<file path="src/rtl/ifid_ctrl_pkg.sv">
// Shared definitions for the IF/ID pipeline controller.
// Holds the FSM encoding, the NOP word, the opcodes that read rt, and the instruction field positions.
package ifid_ctrl_pkg;

  typedef enum logic {
    ST_RUN   = 1'b0,
    ST_IMISS = 1'b1
  } state_t;

  localparam logic [31:0] NOP = 32'h0000_0000;

  localparam logic [5:0] OP_R_TYPE = 6'h00;
  localparam logic [5:0] OP_BEQ    = 6'h04;
  localparam logic [5:0] OP_BNE    = 6'h05;
  localparam logic [5:0] OP_SW     = 6'h2B;

  localparam int OP_HI = 31;
  localparam int OP_LO = 26;
  localparam int RS_HI = 25;
  localparam int RS_LO = 21;
  localparam int RT_HI = 20;
  localparam int RT_LO = 16;

  // True for opcodes whose rt field is a source operand rather than a destination.
  function automatic logic uses_rt(input logic [5:0] op);
    return (op == OP_R_TYPE) || (op == OP_BEQ) || (op == OP_BNE) || (op == OP_SW);
  endfunction

endpackage

</file>
<file path="src/rtl/ifid_ctrl_if.sv">
// Bundle of datapath status inputs and stage-register controls for ifid_ctrl.
// master is the datapath side, slave is the controller side.
interface ifid_ctrl_if #(
  parameter int CNT_W = 16
);

  logic [31:0]      ifid_instr;
  logic             idex_mem_read;
  logic [4:0]       idex_rt;
  logic             branch_taken;
  logic [31:0]      branch_target;
  logic             imem_ready;

  logic             pc_write;
  logic             redirect_valid;
  logic [31:0]      redirect_pc;
  logic             ifid_write;
  logic             ifid_flush;
  logic             idex_bubble;
  logic [CNT_W-1:0] stall_count;
  logic             state;

  modport master (
    output ifid_instr, idex_mem_read, idex_rt, branch_taken, branch_target, imem_ready,
    input  pc_write, redirect_valid, redirect_pc, ifid_write, ifid_flush, idex_bubble,
           stall_count, state
  );

  modport slave (
    input  ifid_instr, idex_mem_read, idex_rt, branch_taken, branch_target, imem_ready,
    output pc_write, redirect_valid, redirect_pc, ifid_write, ifid_flush, idex_bubble,
           stall_count, state
  );

endinterface

</file>
<file path="src/rtl/ifid_hazard_detect.sv">
// Load-use hazard compare between the load in ID/EX and the sources of the IF/ID instruction.
// Purely combinational; rt is only treated as a source for opcodes that actually read it.
module ifid_hazard_detect
  import ifid_ctrl_pkg::*;
(
  input  logic [31:0] i_instr,
  input  logic        i_mem_read,
  input  logic [4:0]  i_rt,
  output logic        o_hazard
);

  logic [5:0] w_op;
  logic [4:0] w_rs;
  logic [4:0] w_rt;
  logic       w_rs_hit;
  logic       w_rt_hit;
  logic       w_unused_bits;

  assign w_op = i_instr[OP_HI:OP_LO];
  assign w_rs = i_instr[RS_HI:RS_LO];
  assign w_rt = i_instr[RT_HI:RT_LO];

  // Immediate/rd/shamt/funct bits play no part in the hazard decision.
  assign w_unused_bits = &{1'b0, i_instr[15:0]};

  assign w_rs_hit = (i_rt == w_rs);
  assign w_rt_hit = uses_rt(w_op) && (i_rt == w_rt);

  // $zero is never a real dependency, so a load targeting it never stalls.
  assign o_hazard = i_mem_read && (i_rt != 5'd0) && (w_rs_hit || w_rt_hit);

endmodule

</file>
<file path="src/rtl/ifid_ctrl.sv">
// IF/ID and PC controller: load-use stalls, branch squash, and instruction-miss redirect sequencing.
// All controls are combinational from state, pending-redirect registers and current inputs.
module ifid_ctrl
  import ifid_ctrl_pkg::*;
#(
  parameter int CNT_W = 16
) (
  input  logic   clk,
  input  logic   reset,
  ifid_ctrl_if.slave bus
);

  state_t           r_state;
  state_t           w_state_nxt;
  logic             r_pend;
  logic             w_pend_nxt;
  logic [31:0]      r_pend_pc;
  logic [31:0]      w_pend_pc_nxt;
  logic [CNT_W-1:0] r_stall_count;

  logic             w_hazard;
  logic             w_pc_write;
  logic             w_redirect_valid;
  logic [31:0]      w_redirect_pc;
  logic             w_ifid_write;
  logic             w_ifid_flush;
  logic             w_idex_bubble;

  ifid_hazard_detect u_hazard (
    .i_instr    (bus.ifid_instr),
    .i_mem_read (bus.idex_mem_read),
    .i_rt       (bus.idex_rt),
    .o_hazard   (w_hazard)
  );

  // FSM state register.
  always_ff @(posedge clk) begin
    if (reset) begin
      r_state <= ST_RUN;
    end else begin
      r_state <= w_state_nxt;
    end
  end

  // Pending redirect captured while a fetch is outstanding; reset drops it.
  always_ff @(posedge clk) begin
    if (reset) begin
      r_pend    <= 1'b0;
      r_pend_pc <= 32'h0;
    end else begin
      r_pend    <= w_pend_nxt;
      r_pend_pc <= w_pend_pc_nxt;
    end
  end

  // Saturating count of cycles in which the PC did not advance.
  always_ff @(posedge clk) begin
    if (reset) begin
      r_stall_count <= '0;
    end else if (!w_pc_write && (r_stall_count != {CNT_W{1'b1}})) begin
      r_stall_count <= r_stall_count + 1'b1;
    end
  end

  // Next state and pending-redirect update.
  always_comb begin
    w_state_nxt   = r_state;
    w_pend_nxt    = r_pend;
    w_pend_pc_nxt = r_pend_pc;
    case (r_state)
      ST_RUN: begin
        // A taken branch wins over a miss: the redirected fetch starts next cycle.
        if (!bus.branch_taken && !bus.imem_ready) begin
          w_state_nxt = ST_IMISS;
        end
      end
      ST_IMISS: begin
        if (bus.imem_ready) begin
          w_state_nxt = ST_RUN;
          w_pend_nxt  = 1'b0;
        end else if (bus.branch_taken && !r_pend) begin
          // Only the first redirect seen during a miss is kept; it is the older one.
          w_pend_nxt    = 1'b1;
          w_pend_pc_nxt = bus.branch_target;
        end
      end
      default: begin
        w_state_nxt = ST_RUN;
      end
    endcase
  end

  // Control outputs for the current cycle, with reset forcing a safe squash.
  always_comb begin
    w_pc_write       = 1'b0;
    w_redirect_valid = 1'b0;
    w_redirect_pc    = 32'h0;
    w_ifid_write     = 1'b0;
    w_ifid_flush     = 1'b0;
    w_idex_bubble    = 1'b0;
    if (reset) begin
      w_ifid_flush  = 1'b1;
      w_idex_bubble = 1'b1;
    end else begin
      case (r_state)
        ST_RUN: begin
          if (bus.branch_taken) begin
            w_pc_write       = 1'b1;
            w_redirect_valid = 1'b1;
            w_redirect_pc    = bus.branch_target;
            w_ifid_flush     = 1'b1;
            w_idex_bubble    = 1'b1;
          end else if (!bus.imem_ready) begin
            w_ifid_flush = 1'b1;
          end else if (w_hazard) begin
            // Bubble clears the load from ID/EX, so this stall lasts one cycle.
            w_idex_bubble = 1'b1;
          end else begin
            w_pc_write   = 1'b1;
            w_ifid_write = 1'b1;
          end
        end
        ST_IMISS: begin
          w_ifid_flush = 1'b1;
          if (bus.imem_ready) begin
            w_pc_write = 1'b1;
            if (bus.branch_taken || r_pend) begin
              // Returned word is wrong-path; discard it and redirect.
              w_redirect_valid = 1'b1;
              w_redirect_pc    = bus.branch_taken ? bus.branch_target : r_pend_pc;
              w_idex_bubble    = bus.branch_taken;
            end else begin
              w_ifid_write = 1'b1;
              w_ifid_flush = 1'b0;
            end
          end else begin
            w_idex_bubble = bus.branch_taken;
          end
        end
        default: begin
          w_ifid_flush  = 1'b1;
          w_idex_bubble = 1'b1;
        end
      endcase
    end
  end

  assign bus.pc_write       = w_pc_write;
  assign bus.redirect_valid = w_redirect_valid;
  assign bus.redirect_pc    = w_redirect_pc;
  assign bus.ifid_write     = w_ifid_write;
  assign bus.ifid_flush     = w_ifid_flush;
  assign bus.idex_bubble    = w_idex_bubble;
  assign bus.stall_count    = r_stall_count;
  assign bus.state          = r_state;

endmodule

</file>
<file path="src/flat_wrapper.sv">
// flat-port wrapper written by rule: the top's interface ports become plain ports
module ifid_ctrl_flat import ifid_ctrl_pkg::*;
#(
  parameter int CNT_W = 16
)
  (clk, reset, bus_ifid_instr, bus_idex_mem_read, bus_idex_rt, bus_branch_taken, bus_branch_target, bus_imem_ready, bus_pc_write, bus_redirect_valid, bus_redirect_pc, bus_ifid_write, bus_ifid_flush, bus_idex_bubble, bus_stall_count, bus_state);
  ifid_ctrl_if #(.CNT_W(CNT_W)) bus_i ();
  input  logic clk;
  input  logic reset;
  input wire logic [$bits(bus_i.ifid_instr)-1:0] bus_ifid_instr;
  input wire logic [$bits(bus_i.idex_mem_read)-1:0] bus_idex_mem_read;
  input wire logic [$bits(bus_i.idex_rt)-1:0] bus_idex_rt;
  input wire logic [$bits(bus_i.branch_taken)-1:0] bus_branch_taken;
  input wire logic [$bits(bus_i.branch_target)-1:0] bus_branch_target;
  input wire logic [$bits(bus_i.imem_ready)-1:0] bus_imem_ready;
  output wire logic [$bits(bus_i.pc_write)-1:0] bus_pc_write;
  output wire logic [$bits(bus_i.redirect_valid)-1:0] bus_redirect_valid;
  output wire logic [$bits(bus_i.redirect_pc)-1:0] bus_redirect_pc;
  output wire logic [$bits(bus_i.ifid_write)-1:0] bus_ifid_write;
  output wire logic [$bits(bus_i.ifid_flush)-1:0] bus_ifid_flush;
  output wire logic [$bits(bus_i.idex_bubble)-1:0] bus_idex_bubble;
  output wire logic [$bits(bus_i.stall_count)-1:0] bus_stall_count;
  output wire logic [$bits(bus_i.state)-1:0] bus_state;
  assign bus_i.ifid_instr = bus_ifid_instr;
  assign bus_i.idex_mem_read = bus_idex_mem_read;
  assign bus_i.idex_rt = bus_idex_rt;
  assign bus_i.branch_taken = bus_branch_taken;
  assign bus_i.branch_target = bus_branch_target;
  assign bus_i.imem_ready = bus_imem_ready;
  assign bus_pc_write = bus_i.pc_write;
  assign bus_redirect_valid = bus_i.redirect_valid;
  assign bus_redirect_pc = bus_i.redirect_pc;
  assign bus_ifid_write = bus_i.ifid_write;
  assign bus_ifid_flush = bus_i.ifid_flush;
  assign bus_idex_bubble = bus_i.idex_bubble;
  assign bus_stall_count = bus_i.stall_count;
  assign bus_state = bus_i.state;
  ifid_ctrl #(.CNT_W(CNT_W)) u_core (.clk(clk), .reset(reset), .bus(bus_i));
endmodule
</file>
<file path="config.mk">
export PLATFORM = sky130hd
export DESIGN_NAME = ifid_ctrl_flat
export DESIGN_NICKNAME = d
export VERILOG_FILES = /design/src/rtl/ifid_ctrl_pkg.sv /design/src/rtl/ifid_ctrl_if.sv /design/src/rtl/ifid_hazard_detect.sv /design/src/rtl/ifid_ctrl.sv /design/src/flat_wrapper.sv
export SDC_FILE = /design/constraint.sdc
export NUM_CORES = 1
export LEC_CHECK = 0
export ABC_CLOCK_PERIOD_IN_PS = 3100
export BUFFER_PORTS_ARGS = -buffer_cell sky130_fd_sc_hd__buf_2
export CAP_MARGIN = 25
export CORE_ASPECT_RATIO = 1.25
export CORE_UTILIZATION = 48
export CTS_CLUSTER_DIAMETER = 60
export DETAILED_ROUTE_END_ITERATION = 7
export PLACE_DENSITY = 0.85
export SLEW_MARGIN = 20
export SYNTH_ARGS = -nofsm -noshare
export SYNTH_HDL_FRONTEND = slang
export SYNTH_SLANG_ARGS = --single-unit
</file>
<file path="constraint.sdc">
create_clock -name clk -period 3.1 [get_ports clk]
set_input_delay 0.465 -clock clk [delete_from_list [all_inputs] [get_ports clk]]
set_output_delay 0.465 -clock clk [all_outputs]
set_load 0.1 [all_outputs]
</file>
* Word-level counts from Yosys, hierarchy flattened
Index checks and enable logic that the tools add are counted.
** Storage, ports and cells
- Output and inout bits :: 54
- Input bits :: 74
- Flip-flop bits (word level) :: 50
- Logic and storage cells :: 71
** Operators by class
- Add/sub/neg operators :: 1
- Multiplexer cells :: 38
- Eq/ne operators :: 6
- Reductions and logical operators :: 20
- Bitwise logic cells :: 2
** Operators by type and width (count)
- 32-bit two-way mux :: 5
- 32-bit one-hot mux with 2 select lines :: 1
- 1-bit two-way mux :: 26
- 16-bit by 1-bit adder with 16-bit output (second input constant) :: 1
- 16-bit != test (second input constant) :: 1
- 6-bit by 3-bit equality test with 1-bit output (second input constant) :: 2
- 1-bit one-hot mux with 2 select lines :: 6
- 5-bit equality test :: 2
- 6-bit equality test (second input constant) :: 1
- 1-bit logical AND :: 6
- 6-bit zero test :: 1
- 1-bit logical OR :: 5
- 5-bit nonzero test :: 1
- 1-bit zero test :: 4
- 3-bit AND reduction :: 1
- 1-bit inverter :: 2
- 2-bit AND reduction :: 1
- 2-bit nonzero test :: 1

* Depth between registers and ports, before layout
Gate-level depths: netlist of the first run.
- Word-level depth :: 14
- Depth in mapped cells :: 8
- Depth with buffers taken out :: 7

* Modules after synthesis
A second synthesis of the first run with hierarchy kept.
** Second synthesis, totals
- Cell total of the unflattened synthesis :: 346
- Area total of the unflattened synthesis :: 2685.1 um2
** By module, submodules not included
- ifid_ctrl :: cells each 326, instances 1, area an instance 2532.4 um2
- ifid_hazard_detect :: cells each 20, instances 1, area an instance 152.6 um2

* Worst setup path after synthesis of the first run
Ideal clock, no wire load.
- Kind :: register to output
- Start :: reg u_core.r_state (netlist: u_core.bus.state)
- End :: out bus_ifid_write
- Buffers on the path :: 0
- Arrival time :: 3385 ps
- Required time :: 2635 ps
- Cell stages (with the launch flop) :: 4
- Setup slack :: -750 ps
- Cell sequence :: dfxtp_1 a21oi_1 nand3_1 nor2_1
** Between the ends
- Longest elaborated chain between the ends :: 3
** Ends and longest elaborated chain
- from (decl) :: RTL line ifid_ctrl.sv:13 : state_t r_state;
- from (signal assigned) :: RTL line ifid_ctrl.sv:41 : r_state <= w_state_nxt;
- 1-bit inverter :: RTL line ifid_ctrl.sv:105 : case (r_state)
- 1-bit one-hot mux with 2 select lines * :: RTL line ifid_ctrl.sv:105
- 1-bit two-way mux * :: RTL line ifid_ctrl.sv:101 : if (reset) begin
- to (decl) :: RTL line flat_wrapper.sv:19 : output wire logic [$bits(bus_i.ifid_write)-1:0] bus_ifid_write;
Mark *: on every way between the ends. The rest lies on a longest branch, timed or not.

* Worst setup path in the final report of the first run
- Start :: in bus_ifid_instr[26]
- End :: out bus_idex_bubble
** Between the ends
- Longest elaborated chain between the ends :: 12
** Ends and longest elaborated chain
- from (decl) :: RTL line flat_wrapper.sv:10 : input wire logic [$bits(bus_i.ifid_instr)-1:0] bus_ifid_instr;
- 6-bit by 3-bit equality test with 1-bit output / 6-bit zero test (equally long branches) :: RTL line ifid_ctrl_pkg.sv:26 : return (op == OP_R_TYPE) || (op == OP_BEQ) || (op == OP_BNE) || (op == OP_SW);
- 1-bit logical OR (2 in a row) :: RTL line ifid_ctrl_pkg.sv:26
- 1-bit logical OR * :: RTL line ifid_ctrl_pkg.sv:26
- 1-bit logical AND * :: RTL line ifid_hazard_detect.sv:27 : assign w_rt_hit = uses_rt(w_op) && (i_rt == w_rt);
- 1-bit logical OR * :: RTL line ifid_hazard_detect.sv:30 : assign o_hazard = i_mem_read && (i_rt != 5'd0) && (w_rs_hit || w_rt_hit);
- 1-bit logical AND * :: RTL line ifid_hazard_detect.sv:30
- 1-bit two-way mux * :: RTL line ifid_ctrl.sv:115 : end else if (w_hazard) begin
- 1-bit two-way mux * :: RTL line ifid_ctrl.sv:113 : end else if (!bus.imem_ready) begin
- 1-bit two-way mux * :: RTL line ifid_ctrl.sv:107 : if (bus.branch_taken) begin
- 1-bit one-hot mux with 2 select lines * :: RTL line ifid_ctrl.sv:105
- 1-bit two-way mux * :: RTL line ifid_ctrl.sv:101
- to (decl) :: RTL line flat_wrapper.sv:21 : output wire logic [$bits(bus_i.idex_bubble)-1:0] bus_idex_bubble;
Marked as above.

==> flow_summary.toml, run 1 <==
[power]
leakage_nw = 1.688
finalPower_w = 0.001487
power_density_nw_per_um2 = 350.4
ir_worst_vdd_uv = 284.0

[sta]
worst_pin_slew_ps = 824.4
fin_crit_sh = 0.8815
slew_viol_final = 0
finalSetupViolations = 0
rsz0062_at_grt = "false"
period_needed_ps = 2733
fin_setup_tns_ps = 0
fmax_ghz = 0.3660
hold_viol = 0
clock_skew_ps = 6.835
relSlewSlack = 0.4498

[clocking]
cts-root-buf = "clkbuf_8"
postCtsHoldBufs = 0
cts_tree = "done"
numCtsBuffers = 5
htreeDepth = 2
path_clk_slew_ps = 90
ctsResizeCount = 0
cts.sinks = 50
clkLatencyLatePin_ps = 300
clk_path_buf_depth = 2
cts_setup_buffers = 0

[floorplan]
die_x_um = 71.17
die_h_um = 88.46
core_um2 = 5779
start_util = 0.4966
dieArea_um2 = 6295
io_pins = 128
row_count = 31

[worst_setup_path]
critPathLaunch = "bus_ifid_instr[26]"
critPathMaxFanout = 3
crit_path_end_kind = "output pin"
worstSetupPathType = "in2out"
rrSetupSlack_ps = 740
worst_ep_arrival_time_ps = 2270
critPathLaunchType = "primary input"
cpPeakStageDelay_ps = 430
cp_slowest_cell = "or4_4"
required_ps = 2630
path_cells = "buf_2 > nor2b_1 > or4_4 > a2111oi_4 > a31oi_1 > nor2_1 > a211o_1 > buf_12"
timing.rr.start = "u_core.bus.stall_count[0]"

[synth]
synth_ff_type = "dfxtp_1"
synth_seq_cells = 50
synth-seq-area-share = 0.3487
yosysWarningCount = 0
synth_common_cells = "nand2_1, dfxtp_1, nor2_1, a21oi_1, mux2i_1"
synth_cells = 370
avgSynthCellArea_um2 = 7.757
synth_fp_nets = 445
syn_area_um2 = 2870
ys_top_cells_by_area = "dfxtp_1, mux2i_1, nand2_1, a21oi_1, nor2_1"
ys_types = 48
synth.most_common_cell = "nand2_1"
yosys.area.top_type_share = 0.3487
synth_edf_count = 0
ys_async_sr_fraction = 0
yosys.area.top_type = "dfxtp_1"

[global_routing]
antenna_found_initial = 0
grt_max_degree = 41
overflow = 0
grt_first_pass_wirelength_um = 12550
grt_pass1_vias = 2936
grt_use_total = 0.2494

[placed_design]
hpwl_um = 5908
dp.cells = 532
io_buffers = 111
gp_congestion = 0.8733
placed_area_um2 = 4149

[cells_and_area]
final_area_um2 = 4244
areaGrowthSynthToFinish_pct = 47.86
drive_gt1_frac = 0.3586
fillers = 418
final_core_util = 0.7344
regArea_um2 = 1001
multiInputGateArea_um2 = 1917
final_cell_count_no_fill = 540
num-nets-final = 548
antenna_cells = 0

[drt]
postRouteWirelength_um = 7655
antenna_left = 0
wl_per_cell_um = 14.18
via_count = 2998
drt_first_pass_iters = 7
vias_per_cell = 5.552
drt_iter0_drc = 146
drc_errors = 10

[outcome]
status = "finished, violations left"
failed_checks = "design-rule violations"

[job]
maxCapViolCount = 0

[worst_hold_path]
hold_class = "in2reg"
min_from = "bus_branch_target[18]"
cells by family (layout without fill, tap and decap cells):
kind of cell	after synthesis	after routing	share of synthesized area
compound gates	56	56	0.1194
buf+inv	27	131	0.03967
fa+ha+maj	1	1	0.004359
flops	50	50	0.3487
simple gates	186	186	0.3143
xor+xnor	10	10	0.03051
mux	40	40	0.1430
flip-flops by register name, summed over array words and instances (netlist names):
register and cells:
u_core.bus.state 1, u_core.bus.stall_count 16, u_core.r_pend_pc 32, u_core.r_pend 1
power by group:
part | leakage (nW) | total (W) | switching, W | internal [W]
clock network | 0.0472 | 0.000393 | 0.000213 | 0.000180
logic | 1.24 | 0.000433 | 0.000288 | 0.000145
registers | 0.404 | 0.000662 | 0.00000896 | 0.000653
worst paths after layout:
kind	to	cells past startpoint
setup / recovery	bus_idex_bubble	8
hold reg to reg	u_core.r_pend_pc[2]	2
hold / removal	u_core.r_pend_pc[18]	3
setup reg to reg	u_core.bus.stall_count[9]	7
critical path: cells and delay by family:
kind,cells,cell delay (ps)
and+or+nand+nor,3,800
AOI/OAI and AO/OA,3,720
buffers and inverters,2,280
cells in the final DEF, fill, tap and decap left out, types with 3 or more instances in the layout:
cell type / instances
xnor2_1: 6
buf_12: 34
nor2_4: 16
nand2b_1: 3
a21oi_1: 39
nor3_1: 7
buf_2: 77
mux2_1: 8
nor2_2: 16
nand2_1: 79
nor2_1: 17
nand4_1: 7
xor2_1: 4
nor2b_1: 11
nand3_1: 5
clkbuf_8: 6
nor4_4: 3
or4_1: 4
mux2i_1: 32
dfxtp_1: 50
buf_4: 10
stage by stage:
step                setup WS (ps)  hold slack (ps)
global route                258.9            385.5
global placement            402.0            440.8
floorplan                  -290.1            435.7
finish                      367.4            403.8
CTS                         367.0            391.5
detailed placement          372.6            446.1
layout make-up:
cell class | instances | share of cell area
clock buffer | 6 | 0.01946
timing repair buffer | 121 | 0.2689
sequential | 50 | 0.2358
inverter | 2 | 0.001769
multi-input combinational | 293 | 0.4517
clock inverter | 2 | 0.002948
tap | 66 | 0.01946
routing by layer:
metal | share of wire | track usage | wire [µm]
met1 | 0.39 | 0.2640 | 3005
met2 | 0.56 | 0.4918 | 4266
met3 | 0.041 | 0.04214 | 311
met4 | 0.0093 | 0.09091 | 71
met5 | 0 | 0 | 0
Power figures use the tool's default switching activity.
==> run 2: changes to the inputs <==
ABC_CLOCK_PERIOD_IN_PS = 2300   (was 3100)
CORE_UTILIZATION = 43   (was 48)
PLACE_DENSITY = 0.81   (was 0.85)
clock period = 2.3 ns   (was 3.1 ns; I/O delays follow)
==> run 2 against run 1 <==
The flow finishes with violations (negative setup slack). Routed wire length up 1.1%. Non-clock buffer count up 12. Count of clock-buffer cells in the layout down 1. Global-route usage down 1.3 points. First-iteration DRC count down 41%. Critical endpoint unchanged. Utilization down 0.95 points. Clock power up 38%. Sequential share of layout area down 1.2 points. Combinational power up 46%. Largest power group unchanged.
==> flow_summary.toml, run 2 (synthesis results as in run 1) <==
[power]
power_density_nw_per_um2 = 451.7
leakage_nw = 1.802
finalPower_w = 0.002071
ir_worst_vdd_uv = 342.7

[worst_setup_path]
critPathLaunchType = "primary input"
reg2reg_to = "u_core.bus.stall_count[9]"
required_ps = 1960
crit_path_end_kind = "output pin"
r2r_cells = 7
worstSetupPathType = "in2out"
critPathMaxFanout = 3
timing.rr.start = "u_core.bus.stall_count[0]"
worst_ep_arrival_time_ps = 2000
rrSetupSlack_ps = 150

[clocking]
numCtsBuffers = 5
clkLatencyLatePin_ps = 310
path_clk_slew_ps = 100
cts-root-buf = "clkbuf_8"
cts_tree = "done"
clk_path_buf_depth = 2
htreeDepth = 2
postCtsHoldBufs = 0
cts.sinks = 50

[cells_and_area]
areaGrowthSynthToFinish_pct = 59.76
final_core_util = 0.7249
antenna_cells = 0
num-nets-final = 560
final_cell_mix = "nand2_1, buf_2, a21oi_1, buf_12, dfxtp_1"
largest_register = "u_core.r_pend_pc"
final_cell_count_no_fill = 571
final_common_cell = "nand2_1"
drive_gt1_frac = 0.4280
final_area_um2 = 4586
largest_reg_flops = 32
fillers = 486

[placed_design]
io_buffers = 111
placed_area_um2 = 4431
dp.cells = 561
gp_congestion = 0.9035
hpwl_um = 5945

[outcome]
failed_checks = "negative setup slack"
status = "finished, violations left"

[drt]
drt_iter0_drc = 86
wl_per_cell_um = 13.55
drt_first_pass_iters = 4
via_count = 3013
antenna_left = 0
postRouteWirelength_um = 7738
drc_errors = 0
vias_per_cell = 5.277

[worst_hold_path]
holdPathStages = 3
min_from = "bus_branch_target[31]"
min_to = "u_core.r_pend_pc[31]"
hold_class = "in2reg"

[sta]
finalSetupViolations = 1
clock_skew_ps = 10.50
fmax_ghz = 0.4267
hold_viol = 0
worst_pin_slew_ps = 865.9
hold_ws_ps = 270.4
slew_viol_final = 0
finalWorstSetupSlack_ps = -43.65
rsz0062_at_grt = "true"
period_needed_ps = 2344
fin_crit_sh = 1.019
relSlewSlack = 0.4221

[global_routing]
grt_pass1_vias = 2872
grt_use_total = 0.2363
overflow = 0
grt_max_degree = 33
antenna_found_initial = 0
grt_first_pass_wirelength_um = 12940

[floorplan]
die_x_um = 75.08
row_count = 32
dieArea_um2 = 7008
core_um2 = 6326
io_pins = 128
start_util = 0.4537
die_h_um = 93.35

[job]
maxCapViolCount = 0
## run 2: final cells by class
| type | instances | area, µm² | area share |
|---|---|---|---|
| clock buffer | 5 | 68.82 | 0.01501 |
| clock inverter | 3 | 26.28 | 0.005730 |
| inverter | 2 | 11.26 | 0.002456 |
| multi-input combinational | 293 | 2034 | 0.4437 |
| sequential | 50 | 1025 | 0.2235 |
| tap | 85 | 106.4 | 0.02319 |
| timing repair buffer | 133 | 1314 | 0.2865 |
## run 2: metal layers
metal | wire length (µm) | vias to the layer above | track usage
met5 | 0 | - | 0
met4 | 163 | 0 | 0.07862
met3 | 350 | 15 | 0.04203
met2 | 4199 | 102 | 0.4272
met1 | 3025 | 1396 | 0.2727
li1 | - | 1500 | -
## run 2: timing repair
item / CTS / global route
setup endpoints to repair: 3 / 6
pin swaps: 2 / 0
gates resized for setup: 5 / 6
buffers inserted: 2 / 0
## run 2: stage by stage
stage / TNS [ps] / worst slack (ps)
finish: -43.65 / -43.65
global route: -182.7 / -144.4
CTS: -0.8251 / -0.8251
detailed placement: -2254 / -252.6
global placement: -1604 / -201.4
floorplan: -74.77 / -74.77
## run 2: report_power, final
group / switching (W) / internal (W) / total (W)
combinational: 0.000407 / 0.000228 / 0.000634
sequential: 0.0000121 / 0.000880 / 0.000892
clock: 0.000320 / 0.000224 / 0.000544
total: 0.000739 / 0.00133 / 0.00207
## run 2: worst max path at each step
stage	to	slack, ps	cells past startpoint	startpoint
5_1_grt	bus_idex_bubble	-140	8	bus_ifid_instr[27]
6_report	bus_idex_bubble	-40	8	bus_ifid_instr[27]
4_1_cts	bus_idex_bubble	-0.8	8	bus_ifid_instr[27]
3_5_place_dp	u_core.bus.stall_count[2]	-250	7	bus_ifid_instr[26]
2_1_floorplan	bus_ifid_write	-70	5	reset
3_3_place_gp	u_core.bus.stall_count[2]	-200	7	bus_ifid_instr[26]
## run 2: critical path, cell delays in order
cell and delay (ps):
buf_6 90, or4_4 530, a2111oi_4 380, a31oi_1 80, nor2_1 110, buf_4 140, a211o_4 140, buf_12 170
